## src/rtl/ama_riscv_pipe_ctrl_pkg.sv

```systemverilog
// Shared core defines: opcodes, instruction field positions and pipe sequencer encodings.
// Pure declarations with no timing or flow control of their own.
package ama_riscv_pipe_ctrl_pkg;

   localparam logic [6:0] OPC7_R_TYPE = 7'b011_0011;
   localparam logic [6:0] OPC7_I_TYPE = 7'b001_0011;
   localparam logic [6:0] OPC7_LOAD   = 7'b000_0011;
   localparam logic [6:0] OPC7_STORE  = 7'b010_0011;
   localparam logic [6:0] OPC7_BRANCH = 7'b110_0011;
   localparam logic [6:0] OPC7_JALR   = 7'b110_0111;
   localparam logic [6:0] OPC7_JAL    = 7'b110_1111;
   localparam logic [6:0] OPC7_LUI    = 7'b011_0111;
   localparam logic [6:0] OPC7_AUIPC  = 7'b001_0111;

   localparam int OPC7_MSB = 6;
   localparam int OPC7_LSB = 0;
   localparam int RD_MSB   = 11;
   localparam int RD_LSB   = 7;
   localparam int RS1_MSB  = 19;
   localparam int RS1_LSB  = 15;
   localparam int RS2_MSB  = 24;
   localparam int RS2_LSB  = 20;

   typedef enum logic [1:0] {
      PIPE_ST_RST_SEQ  = 2'd0,
      PIPE_ST_RUN      = 2'd1,
      PIPE_ST_MEM_WAIT = 2'd2
   } pipe_st_t;

   typedef struct packed {
      logic pc_we;
      logic stall_if;
      logic stall_id;
      logic stall_ex;
      logic stall_mem;
      logic clear_id;
      logic clear_ex;
      logic clear_mem;
   } pipe_ctrl_t;

   localparam pipe_ctrl_t CTRL_RST    = '{clear_id: 1'b1, clear_ex: 1'b1, clear_mem: 1'b1, default: 1'b0};
   localparam pipe_ctrl_t CTRL_FREEZE = '{stall_if: 1'b1, stall_id: 1'b1, stall_ex: 1'b1, stall_mem: 1'b1, default: 1'b0};
   localparam pipe_ctrl_t CTRL_FLUSH  = '{pc_we: 1'b1, clear_id: 1'b1, clear_ex: 1'b1, default: 1'b0};
   localparam pipe_ctrl_t CTRL_LU     = '{stall_if: 1'b1, stall_id: 1'b1, clear_ex: 1'b1, default: 1'b0};
   localparam pipe_ctrl_t CTRL_GO     = '{pc_we: 1'b1, default: 1'b0};

endpackage

```

## src/rtl/ama_riscv_pipe_ctrl_if.sv

```systemverilog
// Pipe sequencer bundle: instructions and status in, pipeline-register controls and counters out.
// master is the sequencer side, slave is the datapath side.
interface ama_riscv_pipe_ctrl_if #(
   parameter int CNT_W = 32
);
   logic [31:0]      inst_id;
   logic [31:0]      inst_ex;
   logic             flow_change;
   logic             dmem_busy;
   logic             pc_we;
   logic             stall_if;
   logic             stall_id;
   logic             stall_ex;
   logic             stall_mem;
   logic             clear_id;
   logic             clear_ex;
   logic             clear_mem;
   logic             running;
   logic             err_dmem_timeout;
   logic [CNT_W-1:0] cnt_load_use;
   logic [CNT_W-1:0] cnt_flush;
   logic [CNT_W-1:0] cnt_mem_wait;

   modport master (
      input  inst_id, inst_ex, flow_change, dmem_busy,
      output pc_we, stall_if, stall_id, stall_ex, stall_mem,
      output clear_id, clear_ex, clear_mem, running, err_dmem_timeout,
      output cnt_load_use, cnt_flush, cnt_mem_wait
   );

   modport slave (
      output inst_id, inst_ex, flow_change, dmem_busy,
      input  pc_we, stall_if, stall_id, stall_ex, stall_mem,
      input  clear_id, clear_ex, clear_mem, running, err_dmem_timeout,
      input  cnt_load_use, cnt_flush, cnt_mem_wait
   );
endinterface

```

## src/rtl/ama_riscv_hazard_det.sv

```systemverilog
// Load-use detector: a LOAD in EX whose nonzero rd feeds a source register actually read in ID.
// Purely combinational, zero latency.
module ama_riscv_hazard_det
   import ama_riscv_pipe_ctrl_pkg::*;
(
   input  logic [31:0] i_inst_id,
   input  logic [31:0] i_inst_ex,
   output logic        o_load_use
);
   logic       w_rs1_used;
   logic       w_rs2_used;
   logic [4:0] w_rd_ex;
   logic [4:0] w_rs1_id;
   logic [4:0] w_rs2_id;
   logic       w_unused_bits;

   assign w_rd_ex  = i_inst_ex[RD_MSB:RD_LSB];
   assign w_rs1_id = i_inst_id[RS1_MSB:RS1_LSB];
   assign w_rs2_id = i_inst_id[RS2_MSB:RS2_LSB];
   assign w_unused_bits = ^{i_inst_ex[31:12], i_inst_id[31:25], i_inst_id[14:7]};

   // Immediate-only formats may carry rs-looking bits; only real source reads count.
   always_comb begin
      w_rs1_used = 1'b0;
      w_rs2_used = 1'b0;
      case (i_inst_id[OPC7_MSB:OPC7_LSB])
         OPC7_R_TYPE, OPC7_STORE, OPC7_BRANCH: begin
            w_rs1_used = 1'b1;
            w_rs2_used = 1'b1;
         end
         OPC7_I_TYPE, OPC7_LOAD, OPC7_JALR: begin
            w_rs1_used = 1'b1;
         end
         default: begin
            w_rs1_used = 1'b0;
            w_rs2_used = 1'b0;
         end
      endcase
   end

   assign o_load_use = (i_inst_ex[OPC7_MSB:OPC7_LSB] == OPC7_LOAD) && (w_rd_ex != 5'd0) &&
                       ((w_rs1_used && (w_rs1_id == w_rd_ex)) || (w_rs2_used && (w_rs2_id == w_rd_ex)));

endmodule

```

## src/rtl/ama_riscv_pipe_ctrl.sv

```systemverilog
// Pipeline sequencer: reset clearing, load-use stall, flow-change flush and dmem-busy freeze.
// Controls are same-cycle from state and inputs; dmem_busy freezes every stage, bounded by a timeout.
module ama_riscv_pipe_ctrl
   import ama_riscv_pipe_ctrl_pkg::*;
#(
   parameter int CNT_W         = 32,
   parameter int DMEM_WAIT_MAX = 15
)
(
   input  logic                  clk,
   input  logic                  rst,
   ama_riscv_pipe_ctrl_if.master bus
);
   localparam logic [5:0] WAIT_MAX = 6'(DMEM_WAIT_MAX);

   pipe_st_t         r_state;
   logic [1:0]       r_seq_cnt;
   logic [5:0]       r_wait_cnt;
   logic             r_busy_mask;
   logic             r_err;
   logic [CNT_W-1:0] r_cnt_load_use;
   logic [CNT_W-1:0] r_cnt_flush;
   logic [CNT_W-1:0] r_cnt_mem_wait;

   logic       w_load_use;
   logic       w_timeout;
   logic       w_eval_run;
   logic       w_busy_run;
   logic       w_freeze;
   logic       w_flush;
   logic       w_lu_stall;
   pipe_ctrl_t w_ctrl;

   ama_riscv_hazard_det u_hazard_det (
      .i_inst_id  (bus.inst_id),
      .i_inst_ex  (bus.inst_ex),
      .o_load_use (w_load_use)
   );

   // A timeout cycle behaves like dmem_busy=0; the mask then ignores busy until it drops.
   assign w_timeout  = (r_state == PIPE_ST_MEM_WAIT) && bus.dmem_busy && (r_wait_cnt == WAIT_MAX);
   assign w_eval_run = (r_state == PIPE_ST_RUN) ||
                       ((r_state == PIPE_ST_MEM_WAIT) && (!bus.dmem_busy || w_timeout));
   assign w_busy_run = (r_state == PIPE_ST_RUN) && bus.dmem_busy && !r_busy_mask;
   assign w_freeze   = w_busy_run ||
                       ((r_state == PIPE_ST_MEM_WAIT) && bus.dmem_busy && !w_timeout);
   assign w_flush    = w_eval_run && !w_busy_run && bus.flow_change;
   assign w_lu_stall = w_eval_run && !w_busy_run && !bus.flow_change && w_load_use;

   always_comb begin
      w_ctrl = '0;
      if (rst) begin
         w_ctrl = CTRL_RST;
      end else if (r_state == PIPE_ST_RST_SEQ) begin
         w_ctrl.pc_we     = 1'b1;
         w_ctrl.clear_id  = (r_seq_cnt == 2'd0);
         w_ctrl.clear_ex  = (r_seq_cnt != 2'd2);
         w_ctrl.clear_mem = 1'b1;
      end else if (w_freeze) begin
         w_ctrl = CTRL_FREEZE;
      end else if (w_flush) begin
         w_ctrl = CTRL_FLUSH;
      end else if (w_lu_stall) begin
         w_ctrl = CTRL_LU;
      end else begin
         w_ctrl = CTRL_GO;
      end
   end

   always_ff @(posedge clk) begin
      if (rst) begin
         r_state        <= PIPE_ST_RST_SEQ;
         r_seq_cnt      <= 2'd0;
         r_wait_cnt     <= 6'd0;
         r_busy_mask    <= 1'b0;
         r_err          <= 1'b0;
         r_cnt_load_use <= '0;
         r_cnt_flush    <= '0;
         r_cnt_mem_wait <= '0;
      end else begin
         if (!bus.dmem_busy) r_busy_mask <= 1'b0;
         case (r_state)
            PIPE_ST_RST_SEQ: begin
               r_seq_cnt <= r_seq_cnt + 2'd1;
               if (r_seq_cnt == 2'd2) r_state <= PIPE_ST_RUN;
            end
            PIPE_ST_RUN: begin
               if (w_busy_run) begin
                  r_state    <= PIPE_ST_MEM_WAIT;
                  r_wait_cnt <= 6'd1;
               end
            end
            PIPE_ST_MEM_WAIT: begin
               if (!bus.dmem_busy) begin
                  r_state <= PIPE_ST_RUN;
               end else if (w_timeout) begin
                  r_state     <= PIPE_ST_RUN;
                  r_err       <= 1'b1;
                  r_busy_mask <= 1'b1;
               end else begin
                  r_wait_cnt <= r_wait_cnt + 6'd1;
               end
            end
            default: r_state <= PIPE_ST_RST_SEQ;
         endcase
         if (w_freeze && !(&r_cnt_mem_wait)) r_cnt_mem_wait <= r_cnt_mem_wait + CNT_W'(1);
         if (w_flush && !(&r_cnt_flush)) r_cnt_flush <= r_cnt_flush + CNT_W'(1);
         if (w_lu_stall && !(&r_cnt_load_use)) r_cnt_load_use <= r_cnt_load_use + CNT_W'(1);
      end
   end

   assign bus.pc_we            = w_ctrl.pc_we;
   assign bus.stall_if         = w_ctrl.stall_if;
   assign bus.stall_id         = w_ctrl.stall_id;
   assign bus.stall_ex         = w_ctrl.stall_ex;
   assign bus.stall_mem        = w_ctrl.stall_mem;
   assign bus.clear_id         = w_ctrl.clear_id;
   assign bus.clear_ex         = w_ctrl.clear_ex;
   assign bus.clear_mem        = w_ctrl.clear_mem;
   assign bus.running          = !rst && (r_state != PIPE_ST_RST_SEQ);
   assign bus.err_dmem_timeout = r_err;
   assign bus.cnt_load_use     = r_cnt_load_use;
   assign bus.cnt_flush        = r_cnt_flush;
   assign bus.cnt_mem_wait     = r_cnt_mem_wait;

endmodule

```

## src/flat_wrapper.sv

```systemverilog
// flat-port wrapper written by rule: the top's interface ports become plain ports
module ama_riscv_pipe_ctrl_flat import ama_riscv_pipe_ctrl_pkg::*;
#(
   parameter int CNT_W         = 32,
   parameter int DMEM_WAIT_MAX = 15
)
  (clk, rst, bus_inst_id, bus_inst_ex, bus_flow_change, bus_dmem_busy, bus_pc_we, bus_stall_if, bus_stall_id, bus_stall_ex, bus_stall_mem, bus_clear_id, bus_clear_ex, bus_clear_mem, bus_running, bus_err_dmem_timeout, bus_cnt_load_use, bus_cnt_flush, bus_cnt_mem_wait);
  ama_riscv_pipe_ctrl_if #(.CNT_W(CNT_W)) bus_i ();
  input  logic clk;
  input  logic rst;
  input wire logic [$bits(bus_i.inst_id)-1:0] bus_inst_id;
  input wire logic [$bits(bus_i.inst_ex)-1:0] bus_inst_ex;
  input wire logic [$bits(bus_i.flow_change)-1:0] bus_flow_change;
  input wire logic [$bits(bus_i.dmem_busy)-1:0] bus_dmem_busy;
  output wire logic [$bits(bus_i.pc_we)-1:0] bus_pc_we;
  output wire logic [$bits(bus_i.stall_if)-1:0] bus_stall_if;
  output wire logic [$bits(bus_i.stall_id)-1:0] bus_stall_id;
  output wire logic [$bits(bus_i.stall_ex)-1:0] bus_stall_ex;
  output wire logic [$bits(bus_i.stall_mem)-1:0] bus_stall_mem;
  output wire logic [$bits(bus_i.clear_id)-1:0] bus_clear_id;
  output wire logic [$bits(bus_i.clear_ex)-1:0] bus_clear_ex;
  output wire logic [$bits(bus_i.clear_mem)-1:0] bus_clear_mem;
  output wire logic [$bits(bus_i.running)-1:0] bus_running;
  output wire logic [$bits(bus_i.err_dmem_timeout)-1:0] bus_err_dmem_timeout;
  output wire logic [$bits(bus_i.cnt_load_use)-1:0] bus_cnt_load_use;
  output wire logic [$bits(bus_i.cnt_flush)-1:0] bus_cnt_flush;
  output wire logic [$bits(bus_i.cnt_mem_wait)-1:0] bus_cnt_mem_wait;
  assign bus_i.inst_id = bus_inst_id;
  assign bus_i.inst_ex = bus_inst_ex;
  assign bus_i.flow_change = bus_flow_change;
  assign bus_i.dmem_busy = bus_dmem_busy;
  assign bus_pc_we = bus_i.pc_we;
  assign bus_stall_if = bus_i.stall_if;
  assign bus_stall_id = bus_i.stall_id;
  assign bus_stall_ex = bus_i.stall_ex;
  assign bus_stall_mem = bus_i.stall_mem;
  assign bus_clear_id = bus_i.clear_id;
  assign bus_clear_ex = bus_i.clear_ex;
  assign bus_clear_mem = bus_i.clear_mem;
  assign bus_running = bus_i.running;
  assign bus_err_dmem_timeout = bus_i.err_dmem_timeout;
  assign bus_cnt_load_use = bus_i.cnt_load_use;
  assign bus_cnt_flush = bus_i.cnt_flush;
  assign bus_cnt_mem_wait = bus_i.cnt_mem_wait;
  ama_riscv_pipe_ctrl #(.CNT_W(CNT_W), .DMEM_WAIT_MAX(DMEM_WAIT_MAX)) u_core (.clk(clk), .rst(rst), .bus(bus_i));
endmodule
```

## config.mk

```make
export PLATFORM = sky130hd
export DESIGN_NAME = ama_riscv_pipe_ctrl_flat
export DESIGN_NICKNAME = d
export VERILOG_FILES = /design/src/rtl/ama_riscv_pipe_ctrl_pkg.sv /design/src/rtl/ama_riscv_pipe_ctrl_if.sv /design/src/rtl/ama_riscv_hazard_det.sv /design/src/rtl/ama_riscv_pipe_ctrl.sv /design/src/flat_wrapper.sv
export SDC_FILE = /design/constraint.sdc
export NUM_CORES = 1
export LEC_CHECK = 0
export ABC_AREA = 1
export CAP_MARGIN = 5
export CORE_ASPECT_RATIO = 0.9
export CORE_MARGIN = 1
export CORE_UTILIZATION = 38
export CTS_CLUSTER_SIZE = 24
export DETAILED_ROUTE_END_ITERATION = 10
export PLACE_DENSITY = 0.76
export SYNTH_ARGS = -nofsm -noshare
export SYNTH_HDL_FRONTEND = slang
export SYNTH_SLANG_ARGS = --single-unit
```

## constraint.sdc

```tcl
create_clock -name clk -period 1.7 [get_ports clk]
set_clock_uncertainty 0.05 [all_clocks]
set_input_delay 0.17 -clock clk [delete_from_list [all_inputs] [get_ports clk]]
set_output_delay 0.17 -clock clk [all_outputs]
set_load 0.01 [all_outputs]
```

Word level (Yosys, flattened, before mapping)
Cells that the tools add are included.
- register bits after elaboration: 108
- input bits: 68
- output and inout bits: 106
- word-level logic and storage cells: 98
- add/subtract/negate cells: 5
- equal/unequal tests: 19
- multiplexer cells: 22
- reduce and logical (&&, ||, !) cells: 44
- operators by type and width (kind ; count):
    $add 32x1->32 const B ; 3
    $reduce_and 32->1 ; 3
    $mux 8 ; 4
    $logic_and 1x1->1 ; 18
    $mux 6 ; 3
    $eq 7x2->1 const B ; 2
    $eq 7x6->1 const B ; 2
    $eq 7x7->1 const B ; 2
    $pmux 6 s2 ; 1
    $eq 5x5->1 ; 2
    $logic_not 1->1 ; 9
    $mux 2 ; 4
    $ne 2x2->1 const B ; 4
    $eq 7x5->1 const B ; 1
    $mux 1 ; 7
    $add 6x1->6 const B ; 1
    $eq 6x4->1 const B ; 1
    $pmux 2 s3 ; 1
    $reduce_and 3->1 ; 2
    $reduce_or 6->1 ; 1
    $reduce_bool 5->1 ; 1
    $eq 2x2->1 const B ; 2
    $logic_not 2->1 ; 2
    $logic_or 1x1->1 ; 4
    other kinds (9) ; 10

Logic depth before layout (Yosys ltp)
- depth after elaboration: 14
- gate-level depth with buffers: 14
- depth with buffers taken out: 13

Modules after synthesis
Synthesis repeated with hierarchy kept, for this count alone.
- cells, all modules: 1110
- area total of the unflattened synthesis: 6759.0 um2
- by module, submodules not included (module ; instances ; cells an instance ; area an instance (um2) ; seq. area each (um2)):
    ama_riscv_pipe_ctrl ; 1 ; 1042 ; 6482.5 ; 2162.1
    ama_riscv_hazard_det ; 1 ; 68 ; 276.5 ; 0.0

Worst setup path before layout
No wires, ideal clock.
- path kind: flip-flop to output port
- start: reg u_core.r_wait_cnt[0]
- end: out bus_stall_if
- data arrival time: 1.788 ns
- data required time: 1.480 ns
- setup slack: -0.308 ns
- cell stages (with the launch flop): 12
- buffers on the path: 2
- cell sequence: dfxtp_1 -> ha_1 -> nand3_1 -> nor2_2 -> nand2_2 -> nand2_2 -> nand3_1 -> a21oi_1 -> buf_2 -> inv_1 -> a21oi_1 -> buf_4
- longest elaborated chain between the ends: 13
- elaborated cells between the ends (all ways): 17
- those cells by class: 1 x eq/ne; 5 x mux; 11 x reduce/logical
- RTL lines (what ; line ; RTL):
    start, declared ; ama_riscv_pipe_ctrl.sv:18 ; logic [5:0] r_wait_cnt;
    start signal, assigned ; ama_riscv_pipe_ctrl.sv:101 ; r_wait_cnt <= r_wait_cnt + 6'd1;
    $eq 6x4->1 * ; ama_riscv_pipe_ctrl.sv:41 ; assign w_timeout = (r_state == PIPE_ST_MEM_WAIT) && bus.dmem_busy && (r_wait_cnt == WAIT_MAX);
    $logic_and 1x1->1 * ; ama_riscv_pipe_ctrl.sv:41 ;
    $logic_or 1x1->1 ; ama_riscv_pipe_ctrl.sv:43 ; ((r_state == PIPE_ST_MEM_WAIT) && (!bus.dmem_busy || w_timeout));
    $logic_and 1x1->1 ; ama_riscv_pipe_ctrl.sv:43 ;
    $logic_or 1x1->1 ; ama_riscv_pipe_ctrl.sv:42 ; assign w_eval_run = (r_state == PIPE_ST_RUN) ||
    $logic_and 1x1->1 ; ama_riscv_pipe_ctrl.sv:47, ama_riscv_pipe_ctrl.sv:48 ;
    $logic_and 1x1->1 (2 in series) ; ama_riscv_pipe_ctrl.sv:48 ; assign w_lu_stall = w_eval_run && !w_busy_run && !bus.flow_change && w_load_use;
    $mux 8 ; ama_riscv_pipe_ctrl.sv:63 ; end else if (w_lu_stall) begin
    $mux 8 ; ama_riscv_pipe_ctrl.sv:61 ; end else if (w_flush) begin
    $mux 8 * ; ama_riscv_pipe_ctrl.sv:59 ; end else if (w_freeze) begin
    $mux 4 * ; ama_riscv_pipe_ctrl.sv:54 ; end else if (r_state == PIPE_ST_RST_SEQ) begin
    $mux 8 * ; ama_riscv_pipe_ctrl.sv:52 ; if (rst) begin
    end, declared ; flat_wrapper.sv:16 ; output wire logic [$bits(bus_i.stall_if)-1:0] bus_stall_if;
Every way passes the cells marked *; elsewhere a longest branch is shown, timed or not.

Worst setup path in the final report
- start: reg u_core.r_wait_cnt[0]
- end: out bus_pc_we
- longest elaborated chain between the ends: 13
- elaborated cells between the ends (all ways): 17
- those cells by class: 1 x eq/ne; 5 x mux; 11 x reduce/logical
- RTL lines (what ; line ; RTL):
    $eq 6x4->1 * ; ama_riscv_pipe_ctrl.sv:41 ;
    $logic_and 1x1->1 * ; ama_riscv_pipe_ctrl.sv:41 ;
    $logic_or 1x1->1 ; ama_riscv_pipe_ctrl.sv:43 ;
    $logic_and 1x1->1 ; ama_riscv_pipe_ctrl.sv:43 ;
    $logic_or 1x1->1 ; ama_riscv_pipe_ctrl.sv:42 ;
    $logic_and 1x1->1 ; ama_riscv_pipe_ctrl.sv:47, ama_riscv_pipe_ctrl.sv:48 ;
    $logic_and 1x1->1 (2 in series) ; ama_riscv_pipe_ctrl.sv:48 ;
    $mux 8 ; ama_riscv_pipe_ctrl.sv:63 ;
    $mux 8 ; ama_riscv_pipe_ctrl.sv:61 ;
    $mux 8 * ; ama_riscv_pipe_ctrl.sv:59 ;
    $mux 1 * ; ama_riscv_pipe_ctrl.sv:54 ;
    $mux 8 * ; ama_riscv_pipe_ctrl.sv:52 ;
    end, declared ; flat_wrapper.sv:15 ; output wire logic [$bits(bus_i.pc_we)-1:0] bus_pc_we;
Marked as above.

==> results list <==
- The run finished, with violations left.
- Violated checks: negative setup slack
* Row count: 45
* Clock-pin slew of the registers on the worst-case setup and hold paths: 80 ps
* Kind of start point of the critical path: register
- Chip width: 142 µm
- Pin count of the biggest net entering global routing: 46
- Setup slack on the worst reg-to-reg path comes out at -270 ps.
- The synthesized design contains 108 register bits.
- The number of antenna violations at the first check in global routing was 0.
- The final layout contains routed wiring with a total length of 24600 µm.
- Summing the areas of all and, or, nand and nor instances in the mapped netlist gives 42.8% of the synthesized area.
* Post-layout total power: 7.40 mW
* Hold-critical path endpoint: u_core.bus.cnt_flush[13]
- Measured against its own limit, the worst slew margin works out to 58.8%.
* Diodes inserted: 0
- Area used by multi-input combinational logic: 4870 µm²
- Final hold analysis gives a worst-case slack of 138 ps.
- Fraction of layout cells with a size suffix above 1: 33.8%
* Clock Sink Count: 108
- From synthesis to final layout, the design area changed by 71.0%.
* Fin util: 67.3%
* Post-route worst setup slack: -321 ps
* Worst Setup Slack post-DPL: -679 ps
- Clock Path Buffers: 2
* Die Y: 128 µm
* Kind of critical path: register to output port
- Period minus WS final: 2020 ps
- # setup viols final: 99
* Die Outline Area: 18200 µm²
* Overflow after GRT: 0
- Synthesized area: 6710 µm²
- Yosys printed 0 warnings.
- Layout fillers: 1355
- Total number of H-tree levels: 3
- Endpoint class of the critical path: output port
- Half-perimeter wire length after detailed placement: 15100 µm
* Count of unique library cells instantiated by Yosys: 45
- Syn Nets: 1125
- The count of nets left with antenna violations once routing finished came out at 0.
* Master cell of the clock root buffer: sky130_fd_sc_hd__clkbuf_16
- DR pass1 iterations: 7
* Crit path arrival time: 1800 ps
- Multiplexer cells account for 0% of the synthesized area.
- In this run the mean area of a mapped cell was 6.38 µm².
* Placed cells: 1565
- In the final routed layout, each cell accounts on average for 15.2 µm.
* Standby leakage power: 4.49 nW
* Depth of the worst register-to-register path: 15
* Type of the most critical hold path: primary input to register
- Source-to-sink clock delay at the later pin of the worst-skew pair: 360 ps
- The final hold violation count was 0.
- The final layout contains 1446 nets.
- The synthesized netlist devotes 1.12% of its cell area to adder and majority cells.
- Top-Level Pins: 174
- The worst hold path was traced through 2 stages.
- Initial Utilization: 39.3%
- Global-route wire length before repair: 37300 µm
- Yosys mapped a number of flops with a built-in enable equal to 0.
- Via density per instance: 5.15
- Final slew viol count: 0
- Unrepaired setup endpoints after global routing: yes
- Vias in the first global route: 7769
- Global routing used 25.8% of the available tracks across all layers.
- Proportion of synthesized flip-flops having asynchronous set or reset: 0%
- Sequential cell area: 2210 µm²
- Count of mapped cells out of synthesis: 1051
- Count of non-filler cells in the finished layout: 1612
* TritonCTS clock tree: done
- At the worst endpoint, the required time is 1480 ps.
- The worst register-to-register path ends at u_core.bus.cnt_flush[17].
* Fraction of the yosys area taken by sequential cells: 32.2%
- The synthesized netlist devotes 9.96% of its cell area to compound gates.
- After synthesis, the largest family of logic cells by area is simple AND/OR/NAND/NOR gates.
* Peak ir drop on the vdd network: 0.541 mV
- Summing the areas of all xor and xnor instances in the mapped netlist gives 4.83% of the synthesized area.
- Source of the worst register-to-register timing path: u_core.r_wait_cnt[0]
* Pwr dens: 645 nW/µm²
- Routability-driven placement finished with a final weighted congestion of 0.896.
* CTS Buf Count: 9
- Top flip-flop cell by instance count after synthesis: sky130_fd_sc_hd__dfxtp_1
- Overall via count from detail_route: 8305
- Port buffer count: 138
- Number of max-capacitance violations reported: 0
- Of all nets on the critical path, the largest fanout is 2.
* Core Footprint: 17100 µm²
* DRC violation total after the first TritonRoute iteration: 580
- In the routed design, unresolved DRC markers number 0.
- Launch point of the worst hold path: rst
- Timing would allow up to 0.495 GHz.
- At the pin with the least slew margin, the transition time is 617 ps.
* Final period utilization: 119%
-- per-layer routing --
layer  wire length, µm  track usage (%)
met5                 0                0
met4               716             10.9
met3              1590             5.04
met1              9990             30.5
met2             12300             45.3
-- cell families after synthesis --
family,Yosys count
xor gates and xnor gates,37
adders and majority gates,6
and+or+nand+nor,657
DFF,108
AOI/OAI and AO/OA,107
buffers and inverters,136
-- cells in the final DEF (no fill, tap or decap), types with 5 or more instances in the layout --
master / Yosys / routed
sky130_fd_sc_hd__inv_2: 7 / 8
sky130_fd_sc_hd__nor2_1: 184 / 148
sky130_fd_sc_hd__buf_4: 7 / 163
sky130_fd_sc_hd__nor3_1: 33 / 24
sky130_fd_sc_hd__nor2_2: 9 / 18
sky130_fd_sc_hd__nor3_2: 1 / 10
sky130_fd_sc_hd__o21bai_4: 0 / 10
sky130_fd_sc_hd__o21ai_2: 0 / 5
sky130_fd_sc_hd__clkbuf_16: 0 / 10
sky130_fd_sc_hd__dfxtp_1: 108 / 79
sky130_fd_sc_hd__nand3_2: 3 / 19
sky130_fd_sc_hd__buf_12: 0 / 14
sky130_fd_sc_hd__clkdlybuf4s50_1: 0 / 128
sky130_fd_sc_hd__nand2_4: 1 / 13
sky130_fd_sc_hd__nor2_4: 1 / 28
sky130_fd_sc_hd__dfxtp_2: 0 / 26
sky130_fd_sc_hd__a21oi_1: 67 / 40
sky130_fd_sc_hd__o21ai_0: 14 / 6
sky130_fd_sc_hd__xor2_1: 26 / 26
sky130_fd_sc_hd__a21oi_2: 0 / 24
sky130_fd_sc_hd__nand2_1: 307 / 269
sky130_fd_sc_hd__buf_16: 0 / 9
sky130_fd_sc_hd__nand3_4: 0 / 7
sky130_fd_sc_hd__buf_6: 8 / 19
sky130_fd_sc_hd__o21bai_2: 18 / 8
sky130_fd_sc_hd__nand3_1: 55 / 32
sky130_fd_sc_hd__xnor2_1: 11 / 11
sky130_fd_sc_hd__nor3b_2: 3 / 8
sky130_fd_sc_hd__nand4_1: 34 / 34
sky130_fd_sc_hd__nand2_2: 4 / 29
sky130_fd_sc_hd__inv_1: 96 / 91
-- worst max-delay path: stages (launching register included) --
cell and delay [ps]:
sky130_fd_sc_hd__dfxtp_2 350, sky130_fd_sc_hd__ha_4 150, sky130_fd_sc_hd__nand3_4 80, sky130_fd_sc_hd__nor2_4 100, sky130_fd_sc_hd__nand2_2 80, sky130_fd_sc_hd__nand2_4 90
sky130_fd_sc_hd__nand3_4 70, sky130_fd_sc_hd__a21oi_4 170, sky130_fd_sc_hd__buf_6 130, sky130_fd_sc_hd__nor3_1 40, sky130_fd_sc_hd__buf_4 170
-- cells in the mapped netlist, types with 2 or more instances --
cell type / n / area (µm²)
sky130_fd_sc_hd__dfxtp_1: 108 / 2160
sky130_fd_sc_hd__buf_6: 8 / 90.1
sky130_fd_sc_hd__o21bai_1: 3 / 22.5
sky130_fd_sc_hd__or2_0: 3 / 18.8
sky130_fd_sc_hd__clkbuf_1: 9 / 33.8
sky130_fd_sc_hd__buf_2: 5 / 25.0
sky130_fd_sc_hd__inv_1: 96 / 360
sky130_fd_sc_hd__nand3_1: 55 / 275
sky130_fd_sc_hd__buf_1: 2 / 7.51
sky130_fd_sc_hd__nor2_2: 9 / 56.3
sky130_fd_sc_hd__nor3b_2: 3 / 37.5
sky130_fd_sc_hd__nand4_1: 34 / 213
sky130_fd_sc_hd__nand3_2: 3 / 30.0
sky130_fd_sc_hd__nor3_1: 33 / 165
sky130_fd_sc_hd__o21ai_0: 14 / 70.1
sky130_fd_sc_hd__buf_4: 7 / 52.6
sky130_fd_sc_hd__o21bai_2: 18 / 203
sky130_fd_sc_hd__and3_1: 2 / 12.5
sky130_fd_sc_hd__nand3b_1: 3 / 22.5
sky130_fd_sc_hd__xnor2_1: 11 / 96.3
sky130_fd_sc_hd__xor2_1: 26 / 228
sky130_fd_sc_hd__nand2_1: 307 / 1150
sky130_fd_sc_hd__nor2_1: 184 / 691
sky130_fd_sc_hd__a21oi_1: 67 / 335
sky130_fd_sc_hd__inv_2: 7 / 26.3
sky130_fd_sc_hd__nor3b_1: 7 / 52.6
sky130_fd_sc_hd__nand2_2: 4 / 25.0
sky130_fd_sc_hd__ha_1: 6 / 75.1
-- what timing repair did --
action	CTS	global route
gates cloned	14	0
pin swaps	25	59
endpoints found under the setup margin	102	112
setup buffers	14	14
hold buffers	0	0
gates resized for setup	153	172
-- sequential cells by signal (all words and copies together) (netlist names) --
signal	cells
u_core.bus.cnt_flush	32
u_core.bus.cnt_load_use	32
u_core.bus.cnt_mem_wait	32
u_core.bus.err_dmem_timeout	1
u_core.r_busy_mask	1
u_core.r_seq_cnt	2
u_core.r_state	2
u_core.r_wait_cnt	6
-- through the flow --
stage | area (µm²) | setup TNS [ps]
final | 11500 | -15880
after global routing | 11500 | -24850
after CTS | 11000 | -16800
after detailed placement | 9630 | -35150
after global placement | 9630 | -32540
after floorplan | 6870 | -463
-- report_power, final --
part / leakage [nW] / total [mW] / internal [mW] / switching [mW]
sequential: 0.886 / 2.67 / 2.61 / 0.0602
clock: 0.165 / 2.46 / 1.43 / 1.03
combinational: 3.44 / 2.27 / 1.11 / 1.16
-- how the worst max path moves through the flow --
stage | end | depth (start not counted) | startpoint | slack (ps)
6_report | bus_pc_we | 10 | u_core.r_wait_cnt[0] | -320
5_1_grt | bus_pc_we | 10 | u_core.r_wait_cnt[0] | -400
4_1_cts | bus_stall_if | 10 | u_core.r_wait_cnt[0] | -340
3_3_place_gp | bus_stall_id | 10 | bus_inst_id[1] | -630
2_1_floorplan | u_core.bus.cnt_load_use[2] | 12 | u_core.r_wait_cnt[1] | -40
3_5_place_dp | bus_stall_id | 10 | bus_inst_ex[9] | -680
-- cell type report --
class / count / area share, %
tap: 235 / 2.56
timing repair buffer: 341 / 29.0
clock buffer: 12 / 2.33
clock inverter: 4 / 0.665
sequential: 108 / 19.2
inverter: 105 / 3.71
multi-input combinational: 807 / 42.5
Note: power is estimated with default switching activity, not from simulation.
